$ cat src/rtl/mem_wb_stage_pkg.sv
//============================================================================
// Module      : cpu_pkg
// Description : Shared types and constants for the MEM/WB stage: load-type
//               codes, the "no store" byte-enable pattern and the MEM FSM
//               state encoding.
// Revision    : 1.0 - initial release
//============================================================================
`default_nettype none

package cpu_pkg;

    // Load type codes as carried on is_load_MEM; 3'b110/3'b111 mean no load
    typedef enum logic [2:0] {
        LD_NONE = 3'd0,
        LD_W    = 3'd1,
        LD_B    = 3'd2,
        LD_H    = 3'd3,
        LD_BU   = 3'd4,
        LD_HU   = 3'd5
    } load_type_e;

    // Active-low byte write enables: all ones means no byte is written
    localparam logic [3:0] BWEB_NONE = 4'b1111;

    // MEM access FSM
    typedef enum logic [1:0] {
        ST_IDLE     = 2'd0,
        ST_WAIT_RSP = 2'd1,
        ST_DONE     = 2'd2
    } mem_state_e;

    // True for the five load codes that actually request a read
    function automatic logic is_valid_load(input logic [2:0] code);
        return (code >= 3'd1) && (code <= 3'd5);
    endfunction

endpackage

`default_nettype wire

$ cat src/rtl/mem_wb_stage_if.sv
//============================================================================
// Module      : mem_wb_stage_if
// Description : Data-memory request/response channel between the MEM stage
//               (master) and the data memory (slave).
// Revision    : 1.0 - initial release
//============================================================================
`default_nettype none

interface mem_wb_stage_if;
    logic        dm_req_valid;
    logic        dm_req_ready;
    logic        dm_req_write;
    logic [31:0] dm_req_addr;
    logic [31:0] dm_req_wdata;
    logic [3:0]  dm_req_bweb;
    logic        dm_rsp_valid;
    logic [31:0] dm_rsp_rdata;

    modport master (
        output dm_req_valid,
        output dm_req_write,
        output dm_req_addr,
        output dm_req_wdata,
        output dm_req_bweb,
        input  dm_req_ready,
        input  dm_rsp_valid,
        input  dm_rsp_rdata
    );

    modport slave (
        input  dm_req_valid,
        input  dm_req_write,
        input  dm_req_addr,
        input  dm_req_wdata,
        input  dm_req_bweb,
        output dm_req_ready,
        output dm_rsp_valid,
        output dm_rsp_rdata
    );
endinterface

`default_nettype wire

$ cat src/rtl/mem_wb_stage_load_align.sv
//============================================================================
// Module      : load_align
// Description : Combinational load data alignment. Shifts the addressed
//               byte lane down to bit 0 and sign/zero extends per load type.
//               Misaligned offsets are not trapped; bytes shifted in from
//               above the word read as zero before extension.
// Revision    : 1.0 - initial release
//============================================================================
`default_nettype none

module load_align
    import cpu_pkg::*;
(
    input  wire logic [31:0] rdata,
    input  wire logic [1:0]  offset,
    input  load_type_e       load_type,
    output logic      [31:0] data
);

    logic [31:0] w_sh;

    // Shift the addressed byte to lane 0, then extend to 32 bits
    always_comb begin
        w_sh = rdata >> {offset, 3'b000};
        data = 32'd0;
        case (load_type)
            LD_W:    data = w_sh;
            LD_B:    data = {{24{w_sh[7]}}, w_sh[7:0]};
            LD_H:    data = {{16{w_sh[15]}}, w_sh[15:0]};
            LD_BU:   data = {24'd0, w_sh[7:0]};
            LD_HU:   data = {16'd0, w_sh[15:0]};
            default: data = 32'd0;
        endcase
    end

endmodule

`default_nettype wire

$ cat src/rtl/mem_wb_stage.sv
//============================================================================
// Module      : mem_wb_stage
// Description : Memory-access stage and MEM/WB pipeline register. Issues a
//               valid/ready data-memory request for loads and stores, aligns
//               returning load data, registers the write-back result and
//               stalls upstream stages while an access is outstanding.
// Revision    : 1.0 - initial release
//============================================================================
`default_nettype none

module mem_wb_stage
    import cpu_pkg::*;
(
    input  wire logic        clk,
    input  wire logic        rst,

    input  wire logic [31:0] alu_out_MEM,
    input  wire logic [31:0] store_data_MEM,
    input  wire logic [3:0]  DM_BWEB_MEM,
    input  wire logic [2:0]  is_load_MEM,
    input  wire logic [5:0]  rd_addr_MEM,
    input  wire logic        wb_en_MEM,
    input  wire logic        fwb_en_MEM,
    input  wire logic        hold_MEM,

    mem_wb_stage_if.master   dm,

    output logic             mem_stall,

    output logic      [5:0]  rd_addr_WB,
    output logic      [31:0] wb_data_WB,
    output logic             wb_en_WB,
    output logic             fwb_en_WB
);

    mem_state_e  r_state;
    mem_state_e  w_next_state;

    logic        w_is_load;
    logic        w_is_store;
    logic        w_access;
    logic        w_req_valid;
    logic        w_handshake;
    logic        w_stall;
    logic        w_load_done;

    logic [1:0]  r_offset;
    load_type_e  r_ld_type;
    logic [31:0] w_load_data;

    // Decode the access; a valid load code overrides any store enables
    always_comb begin
        w_is_load  = is_valid_load(is_load_MEM);
        w_is_store = !w_is_load && (DM_BWEB_MEM != BWEB_NONE);
        w_access   = w_is_load || w_is_store;
    end

    // Request fields follow the EX/MEM register directly
    assign dm.dm_req_addr  = {alu_out_MEM[31:2], 2'b00};
    assign dm.dm_req_wdata = store_data_MEM;
    assign dm.dm_req_bweb  = DM_BWEB_MEM;
    assign dm.dm_req_write = w_is_store;
    assign dm.dm_req_valid = w_req_valid;
    assign mem_stall       = w_stall;

    // Next-state, request valid, stall and load-completion decode
    always_comb begin
        w_next_state = r_state;
        w_req_valid  = 1'b0;
        w_handshake  = 1'b0;
        w_stall      = 1'b0;
        w_load_done  = 1'b0;
        case (r_state)
            ST_IDLE: begin
                // Valid is masked during reset so nothing issues that cycle
                w_req_valid = w_access && !rst;
                w_handshake = w_req_valid && dm.dm_req_ready;
                if (w_access) begin
                    if (w_is_store && w_handshake) begin
                        // Store finishes on the handshake itself
                        w_next_state = hold_MEM ? ST_DONE : ST_IDLE;
                    end else begin
                        w_stall = 1'b1;
                        if (w_is_load && w_handshake) begin
                            w_next_state = ST_WAIT_RSP;
                        end
                    end
                end
            end
            ST_WAIT_RSP: begin
                if (dm.dm_rsp_valid) begin
                    w_load_done  = 1'b1;
                    w_next_state = hold_MEM ? ST_DONE : ST_IDLE;
                end else begin
                    w_stall = 1'b1;
                end
            end
            ST_DONE: begin
                // Completed instruction still parked upstream: do not reissue
                if (!hold_MEM) begin
                    w_next_state = ST_IDLE;
                end
            end
            default: begin
                w_next_state = ST_IDLE;
            end
        endcase
    end

    // FSM state register
    always_ff @(posedge clk) begin
        if (rst) begin
            r_state <= ST_IDLE;
        end else begin
            r_state <= w_next_state;
        end
    end

    // Capture byte offset and load type when the load request is accepted
    always_ff @(posedge clk) begin
        if (rst) begin
            r_offset  <= 2'd0;
            r_ld_type <= LD_NONE;
        end else if (w_handshake && w_is_load) begin
            r_offset  <= alu_out_MEM[1:0];
            r_ld_type <= load_type_e'(is_load_MEM);
        end
    end

    load_align u_load_align (
        .rdata     (dm.dm_rsp_rdata),
        .offset    (r_offset),
        .load_type (r_ld_type),
        .data      (w_load_data)
    );

    // MEM/WB register: bubble while stalled or already completed
    always_ff @(posedge clk) begin
        if (rst) begin
            rd_addr_WB <= 6'd0;
            wb_data_WB <= 32'd0;
            wb_en_WB   <= 1'b0;
            fwb_en_WB  <= 1'b0;
        end else if (w_stall || (r_state == ST_DONE)) begin
            wb_en_WB   <= 1'b0;
            fwb_en_WB  <= 1'b0;
        end else begin
            rd_addr_WB <= rd_addr_MEM;
            wb_en_WB   <= wb_en_MEM;
            fwb_en_WB  <= fwb_en_MEM;
            wb_data_WB <= w_load_done ? w_load_data : alu_out_MEM;
        end
    end

endmodule

`default_nettype wire

$ cat src/flat_wrapper.sv
// flat-port wrapper written by rule: the top's interface ports become plain ports
module mem_wb_stage_flat import cpu_pkg::*;
  (clk, rst, alu_out_MEM, store_data_MEM, DM_BWEB_MEM, is_load_MEM, rd_addr_MEM, wb_en_MEM, fwb_en_MEM, hold_MEM, mem_stall, rd_addr_WB, wb_data_WB, wb_en_WB, fwb_en_WB, dm_dm_req_valid, dm_dm_req_write, dm_dm_req_addr, dm_dm_req_wdata, dm_dm_req_bweb, dm_dm_req_ready, dm_dm_rsp_valid, dm_dm_rsp_rdata);
  mem_wb_stage_if dm_i ();
  input  wire logic clk;
  input  wire logic rst;
  input  wire logic [31:0] alu_out_MEM;
  input  wire logic [31:0] store_data_MEM;
  input  wire logic [3:0] DM_BWEB_MEM;
  input  wire logic [2:0] is_load_MEM;
  input  wire logic [5:0] rd_addr_MEM;
  input  wire logic wb_en_MEM;
  input  wire logic fwb_en_MEM;
  input  wire logic hold_MEM;
  output logic mem_stall;
  output logic      [5:0] rd_addr_WB;
  output logic      [31:0] wb_data_WB;
  output logic wb_en_WB;
  output logic fwb_en_WB;
  output wire logic [$bits(dm_i.dm_req_valid)-1:0] dm_dm_req_valid;
  output wire logic [$bits(dm_i.dm_req_write)-1:0] dm_dm_req_write;
  output wire logic [$bits(dm_i.dm_req_addr)-1:0] dm_dm_req_addr;
  output wire logic [$bits(dm_i.dm_req_wdata)-1:0] dm_dm_req_wdata;
  output wire logic [$bits(dm_i.dm_req_bweb)-1:0] dm_dm_req_bweb;
  input wire logic [$bits(dm_i.dm_req_ready)-1:0] dm_dm_req_ready;
  input wire logic [$bits(dm_i.dm_rsp_valid)-1:0] dm_dm_rsp_valid;
  input wire logic [$bits(dm_i.dm_rsp_rdata)-1:0] dm_dm_rsp_rdata;
  assign dm_dm_req_valid = dm_i.dm_req_valid;
  assign dm_dm_req_write = dm_i.dm_req_write;
  assign dm_dm_req_addr = dm_i.dm_req_addr;
  assign dm_dm_req_wdata = dm_i.dm_req_wdata;
  assign dm_dm_req_bweb = dm_i.dm_req_bweb;
  assign dm_i.dm_req_ready = dm_dm_req_ready;
  assign dm_i.dm_rsp_valid = dm_dm_rsp_valid;
  assign dm_i.dm_rsp_rdata = dm_dm_rsp_rdata;
  mem_wb_stage u_core (.clk(clk), .rst(rst), .alu_out_MEM(alu_out_MEM), .store_data_MEM(store_data_MEM), .DM_BWEB_MEM(DM_BWEB_MEM), .is_load_MEM(is_load_MEM), .rd_addr_MEM(rd_addr_MEM), .wb_en_MEM(wb_en_MEM), .fwb_en_MEM(fwb_en_MEM), .hold_MEM(hold_MEM), .dm(dm_i), .mem_stall(mem_stall), .rd_addr_WB(rd_addr_WB), .wb_data_WB(wb_data_WB), .wb_en_WB(wb_en_WB), .fwb_en_WB(fwb_en_WB));
endmodule
$ cat config.mk
export PLATFORM = sky130hd
export DESIGN_NAME = mem_wb_stage_flat
export DESIGN_NICKNAME = d
export VERILOG_FILES = /design/src/rtl/mem_wb_stage_pkg.sv /design/src/rtl/mem_wb_stage_if.sv /design/src/rtl/mem_wb_stage_load_align.sv /design/src/rtl/mem_wb_stage.sv /design/src/flat_wrapper.sv
export SDC_FILE = /design/constraint.sdc
export NUM_CORES = 1
export LEC_CHECK = 0
export CORE_ASPECT_RATIO = 0.6
export CORE_MARGIN = 4
export CORE_UTILIZATION = 39
export CTS_CLUSTER_SIZE = 28
export DETAILED_ROUTE_END_ITERATION = 16
export GPL_ROUTABILITY_DRIVEN = 0
export PLACE_DENSITY = 0.88
export REMOVE_ABC_BUFFERS = 1
export SYNTH_ARGS = -nofsm -noshare
export SYNTH_HDL_FRONTEND = slang
export SYNTH_SLANG_ARGS = --single-unit
$ cat constraint.sdc
create_clock -name clk -period 4.1 [get_ports clk]
set_clock_uncertainty 0.2 [all_clocks]
set_input_delay 0.615 -clock clk [delete_from_list [all_inputs] [get_ports clk]]
set_output_delay 0.615 -clock clk [all_outputs]
set_load 0.01 [all_outputs]
* Yosys cells after proc, flatten, opt, wreduce, memory -nomap -nowiden
Index checks and enable logic that the tools add are counted.
** Cells by class
- Magnitude comparators :: 2
- Equality and inequality tests :: 12
- Shift-type cells :: 1
- Mux-type cells :: 17
- Reduce and logical (&&, ||, !) cells :: 14
** Operators with widths (count)
- $pmux W32 S5 :: 1
- $mux W32 :: 1
- $shr A32 B5 Y32 :: 1
- $mux W2 :: 6
- $logic_and A1 B1 Y1 :: 7
- $mux W1 :: 7
- $eq A3 B2 Y1 const B :: 2
- $eq A3 B3 Y1 const B :: 2
- $pmux W2 S3 :: 1
- $ne A2 B2 Y1 const B :: 2
- $ne A4 B4 Y1 const B :: 1
- $reduce_and A4 Y1 :: 1
- $eq A3 B1 Y1 const B :: 1
- $ge A3 B1 Y1 const B :: 1
- $le A3 B3 Y1 const B :: 1
- $ne A3 B1 Y1 const B :: 1
- $eq A2 B1 Y1 const B :: 1
- $eq A2 B2 Y1 const B :: 1
- $logic_not A1 Y1 :: 2
- $logic_not A2 Y1 :: 1
- $logic_or A1 B1 Y1 :: 2
- $ne A2 B1 Y1 const B :: 1
- $pmux W1 S2 :: 1
- $reduce_or A2 Y1 :: 1
** Storage, ports and cells
- Register bits :: 47
- Bits of input ports :: 116
- Output and inout port bits :: 111

* Longest topological paths before layout
Gate-level depths: netlist of run 1.
- Depth after elaboration :: 13
- Depth in mapped cells :: 8
- Gate-level depth less buffers :: 5

* Modules after synthesis
Synthesis of run 1 repeated with hierarchy kept, for this count alone.
** Unflattened totals
- Cells, all modules :: 394
- Area, all modules :: 3692.3 um^2
** By module, submodules not included
- mem_wb_stage :: times used 1, cells each 293, area each 2859.0 um^2, seq. area each 940.9 um^2
- load_align :: times used 1, cells each 101, area each 833.3 um^2, seq. area each 0.0 um^2

* Worst setup path before layout of run 1
No wires, ideal clock.
- Path type :: input port to flip-flop
- From :: input DM_BWEB_MEM[2]
- To :: register u_core.wb_data_WB[30]
- Arrival time :: 1827 ps
- Required time :: 3767 ps
- Slack :: 1941 ps
- Stages :: 6
- Path through :: and4_1 or3_1 o211ai_1 buf_2 buf_2 o221ai_2
** On the way
- Cells in the longest elaborated chain, start to end :: 10
** Ends and longest elaborated chain
- start, declared :: RTL line flat_wrapper.sv:9 : input wire logic [3:0] DM_BWEB_MEM;
- $ne A4 B4 Y1 (*) :: RTL line mem_wb_stage.sv:54 : w_is_store = !w_is_load && (DM_BWEB_MEM != BWEB_NONE);
- $logic_and A1 B1 Y1 (*) :: RTL line mem_wb_stage.sv:54
- $logic_or A1 B1 Y1 :: RTL line mem_wb_stage.sv:55 : w_access = w_is_load || w_is_store;
- $logic_and A1 B1 Y1 :: RTL line mem_wb_stage.sv:76 : w_req_valid = w_access && !rst;
- $logic_and A1 B1 Y1 :: RTL line mem_wb_stage.sv:77 : w_handshake = w_req_valid && dm.dm_req_ready;
- $logic_and A1 B1 Y1 :: RTL line mem_wb_stage.sv:79 : if (w_is_store && w_handshake) begin
- $mux W1 :: RTL line mem_wb_stage.sv:79
- $mux W1 (*) :: RTL line mem_wb_stage.sv:78 : if (w_access) begin
- $pmux W1 S2 (*) :: RTL line mem_wb_stage.sv:73 : case (r_state)
- $logic_or A1 B1 Y1 (*) :: RTL line mem_wb_stage.sv:144 : end else if (w_stall || (r_state == ST_DONE)) begin
- end signal, assigned :: RTL line mem_wb_stage.sv:151 : wb_data_WB <= w_load_done ? w_load_data : alu_out_MEM;
- end, declared :: RTL line mem_wb_stage.sv:31 : output logic [31:0] wb_data_WB,
Mark *: on every way between the ends. The rest lies on a longest branch, timed or not.
A chain may end at the register's enable or synchronous reset.

* Worst setup path in the final report of run 1
- From :: input is_load_MEM[2]
- To :: output mem_stall
** On the way
- Cells in the longest elaborated chain, start to end :: 11
** Ends and longest elaborated chain
- start, declared :: RTL line flat_wrapper.sv:10 : input wire logic [2:0] is_load_MEM;
- $ge A3 B1 Y1 or $le A3 B3 Y1 (tied branches) :: RTL line mem_wb_stage_pkg.sv:34 : return (code >= 3'd1) && (code <= 3'd5);
- $logic_and A1 B1 Y1 (*) :: RTL line mem_wb_stage_pkg.sv:34
- $logic_not A1 Y1 :: RTL line mem_wb_stage.sv:54
- $logic_and A1 B1 Y1 :: RTL line mem_wb_stage.sv:54
- $logic_or A1 B1 Y1 :: RTL line mem_wb_stage.sv:55
- $logic_and A1 B1 Y1 :: RTL line mem_wb_stage.sv:76
- $logic_and A1 B1 Y1 :: RTL line mem_wb_stage.sv:77
- $logic_and A1 B1 Y1 :: RTL line mem_wb_stage.sv:79
- $mux W1 :: RTL line mem_wb_stage.sv:79
- $mux W1 (*) :: RTL line mem_wb_stage.sv:78
- $pmux W1 S2 (*) :: RTL line mem_wb_stage.sv:73
- end, declared :: RTL line flat_wrapper.sv:15 : output logic mem_stall;
Marks and branches as above.

==> results.md, run 1 <==
Timing:
- The transition time at the pin with the least slew margin is 954 ps.
- Dividing the final minimum period by the clock period gives 80.7%.
- The count of final max-slew check failures is 0.
- The final-report setup violation count is 0.
- The worst path in the final design needs a cycle of 3310 ps, including I/O delays and setup.
- The relative slew slack is 35.7%.
- Final hold analysis gives a worst-case slack of 255 ps.
- Setup repair after global routing left no endpoint under its margin.
- The highest achievable clock rate is 0.302 GHz.
- The hold violation count in the final report was 0.
- Summed over all failing endpoints, the final setup total negative slack is 0 ps.

Cells and area:
- Cells with a size suffix above 1 make up 5.64% of the layout.
- Relative to the synthesized area, the layout overhead comes to 39.3%.
- The total number of nets in the final design is 594.
- Counting the fill cells in the layout gives 713.
- Registers take 942 µm².
- The antenna cell count is 0.
- In the final layout, the multi-input gates occupy 0.00166 mm².

CTS:
- TritonCTS built the clock tree.
- The clock edge transition at the registers on the reported setup and hold paths is 70 ps.
- The hold-fix buffer count after cts is 0.
- In this run the post-CTS setup repair buffer count came out at 0.
- The maximum level of the CTS H-tree is 2.
- The clock sink count is 47.
- The post-cts repair resize count is 0.
- In this run the deepest clock path goes through 2 buffers.
- The root buffer selected by CTS is sky130_fd_sc_hd__clkbuf_16.
- The number of clock buffers added by TritonCTS is 5.
- Clock latency on the worst-skew pair, taken at its later pin, is 280 ps.

Floorplanning:
- The area of the core region is 0.00801 mm².
- The die covers 0.00991 mm².
- The number of ports placed on the die boundary is 227.
- The initialized floorplan defines 25 standard-cell rows.
- Measured along the x axis, the die boundary spans 126 µm.
- The starting density of the core is 40.6%.
- The die span in y is 78.7 µm.

Routing:
- The detail route stage leaves a number of antenna-violating nets equal to 0.
- The number of detailed-route iterations in the first pass is 5.
- The via density per instance is 5.60.
- The total wire length is 11500 µm.
- After detailed routing, the number of remaining DRC violations is 0.
- The total via count after detailed routing is 3290.
- The number of DRC markers after the initial detailed-route iteration is 194.
- After detailed routing, the average wire length per cell comes to 19.6 µm.

Power and ir drop:
- IR analysis of the VDD net gives a maximum drop of 0.152 mV.
- The areal power density over the cells is 290 mW/mm².
- The post-route total power is 1.32 mW.
- The total leakage power is 1.60 nW.

Setup path:
- The signal arrival time at the worst endpoint is 2490 ps.
- The worst setup path is of the input pin to output pin kind.
- Traced cell by cell, the critical path runs through clkdlybuf4s50_1, nor3_1, a21oi_1, nor3_1, a211oi_1, clkdlybuf4s50_1.
- The master of the slowest instance on the critical path is sky130_fd_sc_hd__clkdlybuf4s50_1.
- The data required time at the worst endpoint is 3280 ps.
- For this run, the slowest stage of the critical path takes 580 ps.
- The worst setup path is captured at an output pin.
- Counting cells, the worst reg-to-reg path comes to 5.
- The launch point of the worst reg-to-reg path is u_core.r_offset[0].
- The critical path launch point type is an input pin.
- The origin of the worst setup path is is_load_MEM[2].
- The worst reg2reg path endpoint is u_core.wb_data_WB[10].
- The slack of the worst reg-to-reg path is 1480 ps.
- In this run the worst path has a maximum fanout of 4.
- In this run the worst setup path terminates at mem_stall.

Synth:
- The prevailing post-synth register cell is sky130_fd_sc_hd__dfxtp_1.
- In the post-synthesis netlist, the cell with the most instances is sky130_fd_sc_hd__buf_4.
- The post-synthesis register bit count is 47.
- Synthesis handed over a netlist of 402 instances.
- The library cell with the largest summed area after synthesis is sky130_fd_sc_hd__dfxtp_1.
- A synthesized cell averages 8.09 µm².
- In this run the biggest area consumer among cell types represents 28.9% of the synthesized area.
- The number of warnings issued by yosys is 0.
- By count the netlist is led by sky130_fd_sc_hd__buf_4 (69), sky130_fd_sc_hd__dfxtp_1 (47), sky130_fd_sc_hd__nor2_1 (32).
- The share of the Yosys chip area taken by registers is 28.9%.
- The mapped cell area is 0.00325 mm².
- The number of synthesized flops with an enable pin is 0.
- After synthesis, the share of flip-flops with an asynchronous set or reset is 0%.
- Yosys mapped the design onto 47 distinct sky130hd cell types.
- By area the synthesized netlist is led by sky130_fd_sc_hd__dfxtp_1 (29%), sky130_fd_sc_hd__buf_4 (16%), sky130_fd_sc_hd__mux2i_1 (6.5%).

Worst hold path:
- Along the worst hold path, the cell count comes to 2.
- The tightest min-delay check is of the flip-flop to flip-flop type.

Global routing:
- Global routing finished with a remaining overflow of 0.
- The aggregate global-route resource usage is 22.1%.
- Entering global routing, the biggest net connects 50 pins.
- The first global-routing pass estimated 17700 µm of wire.
- The number of global-route vias before repair came to 3406.
- The initial antenna violation count was 0.

Placed design:
- Summed over all nets, the half-perimeter wirelength after detailed placement is 8840 µm.
- Buffers placed on the I/O ports in this run total 160.

Run:
- The max-capacitance violation count is 0.

Outcome:
- The flow ran to the end, and the final reports show no timing, DRC or antenna violations.
==> state kept, by name, indices dropped and copies added, names as in the netlist <==
| signal | flops |
|---|---|
| u_core.fwb_en_WB | 1 |
| u_core.r_ld_type | 3 |
| u_core.r_offset | 2 |
| u_core.r_state | 2 |
| u_core.rd_addr_WB | 6 |
| u_core.wb_data_WB | 32 |
| u_core.wb_en_WB | 1 |
==> logic make-up after synthesis <==
| kind of cell | Yosys count | synth area share (%) |
|---|---|---|
| XOR/XNOR | 1 | 0.269 |
| AND/OR/NAND/NOR | 141 | 23.9 |
| flip-flops | 47 | 28.9 |
| other | 1 | 0.115 |
| buffers and inverters | 102 | 20.3 |
| multiplexers | 24 | 7.85 |
| AO/OA/AOI/OAI | 86 | 18.6 |
==> layout by cell type (no fill, tap or decap), types with 3 or more instances in the layout <==
| master | n |
|---|---|
| sky130_fd_sc_hd__a211oi_1 | 9 |
| sky130_fd_sc_hd__a21oi_1 | 21 |
| sky130_fd_sc_hd__a221oi_1 | 15 |
| sky130_fd_sc_hd__buf_4 | 6 |
| sky130_fd_sc_hd__clkbuf_16 | 5 |
| sky130_fd_sc_hd__clkdlybuf4s50_1 | 159 |
| sky130_fd_sc_hd__dfxtp_1 | 46 |
| sky130_fd_sc_hd__inv_1 | 4 |
| sky130_fd_sc_hd__mux2i_1 | 21 |
| sky130_fd_sc_hd__nand2_1 | 21 |
| sky130_fd_sc_hd__nand2b_1 | 3 |
| sky130_fd_sc_hd__nand3_1 | 19 |
| sky130_fd_sc_hd__nand3b_1 | 25 |
| sky130_fd_sc_hd__nor2_1 | 32 |
| sky130_fd_sc_hd__nor2b_1 | 9 |
| sky130_fd_sc_hd__nor3_1 | 19 |
| sky130_fd_sc_hd__o21a_1 | 7 |
| sky130_fd_sc_hd__o21ai_0 | 9 |
| sky130_fd_sc_hd__o21ai_1 | 9 |
| sky130_fd_sc_hd__o221ai_1 | 7 |
==> stage by stage <==
| stage | setup WS (ps) | instance area [µm²] | util, % | cells |
|---|---|---|---|---|
| floorplan | 837 | 2610 | - | 305 |
| detailed placement | 843 | 4390 | 54.8 | 579 |
| global route | 653 | 4530 | 56.6 | 587 |
| global placement | 968 | 4390 | 54.8 | 579 |
| finish | 792 | 4530 | 56.6 | 587 |
| CTS | 814 | 4530 | 56.6 | 587 |
==> layout make-up <==
| cell class | count | share of cell area, % |
|---|---|---|
| Timing Repair Buffer | 166 | 36.2 |
| Inverter | 4 | 0.331 |
| Sequential cell | 47 | 20.8 |
| Clock buffer | 5 | 2.76 |
| Clock inverter | 3 | 0.414 |
| Multi-Input combinational cell | 254 | 36.5 |
| Tap cell | 108 | 2.98 |
==> power by group <==
part           internal (mW)  switching [mW]
combinational          0.217           0.172
sequential             0.490          0.0288
clock                  0.226           0.182
total                  0.933           0.383
==> per-layer routing <==
layer,share of wire [%],up-vias,GRT usage (%)
met4,0.65,2,3.85
met3,11,10,9.88
met2,45,191,36.1
met5,0.47,-,6.42
met1,43,1560,26.9
li1,-,1527,-
==> critical path, delay by kind of cell <==
family                 cells  cell delay [ps]
buffers and inverters      2             1130
AOI/OAI and AO/OA          2              540
and+or+nand+nor            2              210
==> worst min-delay path by stage <==
stage	from	end	slack [ps]
after floorplan	u_core.rd_addr_WB[0]	u_core.rd_addr_WB[0]	270
after global placement	u_core.rd_addr_WB[2]	u_core.rd_addr_WB[2]	240
after detailed placement	u_core.rd_addr_WB[3]	u_core.rd_addr_WB[3]	250
after CTS	u_core.rd_addr_WB[3]	u_core.rd_addr_WB[3]	260
after global routing	u_core.rd_addr_WB[1]	u_core.rd_addr_WB[1]	290
final	u_core.rd_addr_WB[3]	u_core.rd_addr_WB[3]	250
Power figures use the tool's default switching activity.
==> inputs of run 2 (changes only) <==
--- a/config.mk
+++ b/config.mk
@@ -7,11 +7,11 @@
 export LEC_CHECK = 0
 export CORE_ASPECT_RATIO = 0.6
 export CORE_MARGIN = 4
-export CORE_UTILIZATION = 39
+export CORE_UTILIZATION = 32
 export CTS_CLUSTER_SIZE = 28
 export DETAILED_ROUTE_END_ITERATION = 16
 export GPL_ROUTABILITY_DRIVEN = 0
-export PLACE_DENSITY = 0.88
+export PLACE_DENSITY = 0.77
 export REMOVE_ABC_BUFFERS = 1
 export SYNTH_ARGS = -nofsm -noshare
 export SYNTH_HDL_FRONTEND = slang
==> constraint.sdc (replaced) <==
create_clock -name clk -period 2.88 [get_ports clk]
set_clock_uncertainty 0.2 [all_clocks]
set_input_delay 0.432 -clock clk [delete_from_list [all_inputs] [get_ports clk]]
set_output_delay 0.432 -clock clk [all_outputs]
set_load 0.01 [all_outputs]
==> results.md, run 2 (synthesized netlist as in run 1, its figures left out) <==
Placed design:
- The post-placement cell area is 0.00447 mm² (was 0.00439 mm²).
- The detailed placer's ending HPWL is 9080 µm (was 8840 µm).
- The count of buffers inserted at the top-level ports is 160 (unchanged).

CTS:
- The maximum level of the CTS H-tree is 2 (unchanged).
- The buffer depth of the longest clock path was 2 (unchanged).
- The CTS buffer count is 5 (unchanged).
- The clock edge transition at the registers on the reported setup and hold paths was 70 ps (about the same).
- The clock sink count was 47 (unchanged).
- The clock insertion delay at the later pin of the skew report is 290 ps (was 280 ps).
- The root buffer selected by CTS is sky130_fd_sc_hd__clkbuf_16 (unchanged).
- The clock tree from TritonCTS is yes (unchanged).

Cells and area:
- The antenna cell count came to 0 (unchanged).
- The number of flip-flops under the largest register name is 32 (unchanged).
- The total number of nets in the final design is 599 (was 594).
- The area growth from synthesis to layout is 42.4% (was 39.3%).
- The fraction of final layout cells with drive strength greater than 1 is 6.40% (was 5.64%).
- The register containing the most flip-flops in the final layout is u_core.wb_data_WB (unchanged).
- The post-route cell area came to 0.00463 mm² (was 0.00453 mm²).
- Largest registers: u_core.wb_data_WB (32), u_core.rd_addr_WB (6), u_core.r_ld_type (3) (unchanged).
- Highest-count cells in the layout ignoring fill and taps: sky130_fd_sc_hd__clkdlybuf4s50_1 (158), sky130_fd_sc_hd__dfxtp_1 (46), sky130_fd_sc_hd__nor2_1 (32), sky130_fd_sc_hd__nand3b_1 (25) (was sky130_fd_sc_hd__clkdlybuf4s50_1 (159), sky130_fd_sc_hd__dfxtp_1 (46), sky130_fd_sc_hd__nor2_1 (32), sky130_fd_sc_hd__nand3b_1 (25)).
- The most common cell after layout, fill and taps aside is sky130_fd_sc_hd__clkdlybuf4s50_1 (unchanged).

Routing:
- The number of remaining DRC errors is 0 (unchanged).
- The total via count after detailed routing is 3261 (was 3290).
- The via density per instance is 5.27 (was 5.60).
- The number of DRC markers after the initial detailed-route iteration came to 218 (was 194).
- The wire length per cell after detailed routing is 19.2 µm (was 19.6 µm).
- The residual antenna-violating net count after detailed routing is 0 (unchanged).
- The number of detailed-route iterations in the first pass is 5 (unchanged).
- The total wire length is 11900 µm (was 11500 µm).

Timing:
- Unrepaired setup endpoints after global routing: false (unchanged).
- The count of final max-slew check failures is 0 (unchanged).
- The final worst hold slack is 204 ps (was 255 ps).
- The highest achievable clock rate is 0.369 GHz.
- The hold violation count in the final report is 0 (unchanged).
- The relative slew slack is 66.1% (was 35.7%).
- The final-report setup violation count is 0 (unchanged).
- In the finished design, the share of the clock period the worst path needs comes to 94.1%.
- The transition time at the pin with the least slew margin is 505 ps (was 954 ps).
- The worst path in the final design needs a cycle of 2710 ps, including I/O delays and setup.

Setup path:
- The type of the worst setup path is input pin to output pin (unchanged).
- The worst reg2reg path endpoint is u_core.wb_data_WB[10] (unchanged).
- The launch point of the worst reg-to-reg path is u_core.r_offset[1] (was u_core.r_offset[0]).
- The critical path launch point type is an input pin (unchanged).
- The data required time at the worst endpoint is 2250 ps (was 3280 ps).
- The top fanout value on the critical path is 4 (unchanged).
- The slack of the worst reg-to-reg path came to 620 ps (was 1480 ps).
- The signal arrival time at the worst endpoint came to 2080 ps (was 2490 ps).
- The kind of end point of the critical path is an output pin (unchanged).
- The worst reg2reg path depth is 5 (unchanged).

Power and ir drop:
- The worst vdd rail ir drop is 0.226 mV (was 0.152 mV).
- The total leakage power is 1.63 nW (was 1.60 nW).
- The areal power density over the cells was 416 mW/mm² (was 290 mW/mm²).
- The post-route total power is 1.92 mW (was 1.32 mW).

Global routing:
- The number of global-route vias before repair came to 3355 (was 3406).
- The aggregate global-route resource usage is 19.2% (was 22.1%).
- The overall overflow remaining after global route was 0 (unchanged).
- The maximum number of pins on one net before global-route repair is 49 (was 50).
- The global-route wire length before repair is 18300 µm (was 17700 µm).
- The initial antenna violation count is 0 (unchanged).

Floorplanning:
- The width of the die came to 138 µm (was 126 µm).
- The number of ports placed on the die boundary came to 227 (unchanged).
- The area of the core region is 0.00988 mm² (was 0.00801 mm²).
- The starting density of the core is 32.9% (was 40.6%).
- The die span in y is 86.1 µm (was 78.7 µm).
- The number of rows created at floorplan is 28 (was 25).
- The area of the die came to 0.0119 mm² (was 0.00991 mm²).

Worst hold path:
- The end of the worst hold path is u_core.r_state[0] (was u_core.rd_addr_WB[3]).
- The startpoint of the lowest-slack hold path is rst (was u_core.rd_addr_WB[3]).
- The classification of the worst-slack hold path is input pin to flip-flop (was flip-flop to flip-flop).
- The cell count of the worst hold path is 2 (unchanged).

Outcome:
- Status: complete, no violations (unchanged).

Run:
- The max-capacitance violation count is 0 (unchanged).
==> run 2: where the power goes <==
part           switching [mW]  internal, mW
clock                   0.255         0.370
sequential             0.0323         0.697
combinational           0.254         0.316
total                   0.541          1.38
==> run 2: area by class of cell <==
cell class                      instances  area [µm²]
Sequential cell                        47         942
Timing Repair Buffer                  171        1690
Inverter                                4        15.0
Multi-Input combinational cell        254        1660
Fill cell                             937        5250
Clock buffer                            8         156
Tap cell                              135         169
==> run 2: per-layer routing <==
metal | track usage, % | up-vias | wire length [µm]
met5 | 2.43 | - | 0
met3 | 9.25 | 5 | 1410
met4 | 3.05 | 0 | 46
li1 | - | 1529 | -
met2 | 28.8 | 187 | 4910
met1 | 25.4 | 1540 | 5540
==> run 2: metrics by stage <==
| stage | util [%] | setup WS, ps | cells | setup TNS (ps) |
|---|---|---|---|---|
| after global routing | 46.9 | 87.0 | 619 | 0 |
| after detailed placement | 45.3 | 136 | 611 | 0 |
| after global placement | 45.3 | 170 | 611 | 0 |
| final | 46.9 | 170 | 619 | 0 |
| after CTS | 46.9 | 137 | 619 | 0 |
| after floorplan | - | -200 | 305 | -4060 |
==> run 2: worst max-delay path by stage <==
stage                   start                    end  slack [ps]  depth (start not counted)
2_1_floorplan  is_load_MEM[0]  u_core.wb_data_WB[24]        -200                          4
3_5_place_dp   DM_BWEB_MEM[3]              mem_stall         140                          6
6_report       is_load_MEM[1]        dm_dm_req_write         170                          6
5_1_grt        is_load_MEM[1]        dm_dm_req_write          90                          6
4_1_cts        DM_BWEB_MEM[3]              mem_stall         140                          6
3_3_place_gp   is_load_MEM[1]              mem_stall         170                          6
==> run 2: critical path: stages <==
cell                              delay, ps
sky130_fd_sc_hd__clkdlybuf4s50_1        460
sky130_fd_sc_hd__nor3_1                 280
sky130_fd_sc_hd__a21oi_1                 90
sky130_fd_sc_hd__buf_4                  160
sky130_fd_sc_hd__nor2_1                 110
sky130_fd_sc_hd__clkdlybuf4s50_1        550
==> run 2: what timing repair did <==
action	in CTS	in global routing
hold buffers	0	0
buffers inserted	0	0
setup endpoints to repair	0	1
resized for setup	0	1
==> inputs of run 3 (changes only) <==
--- a/config.mk
+++ b/config.mk
@@ -13,6 +13,7 @@
 export GPL_ROUTABILITY_DRIVEN = 0
 export PLACE_DENSITY = 0.77
 export REMOVE_ABC_BUFFERS = 1
+export SKIP_CTS_REPAIR_TIMING = 1
 export SYNTH_ARGS = -nofsm -noshare
 export SYNTH_HDL_FRONTEND = slang
 export SYNTH_SLANG_ARGS = --single-unit
==> results of run 3 <==
No change in the layout: final DEF, timing and power equal those of run 2.
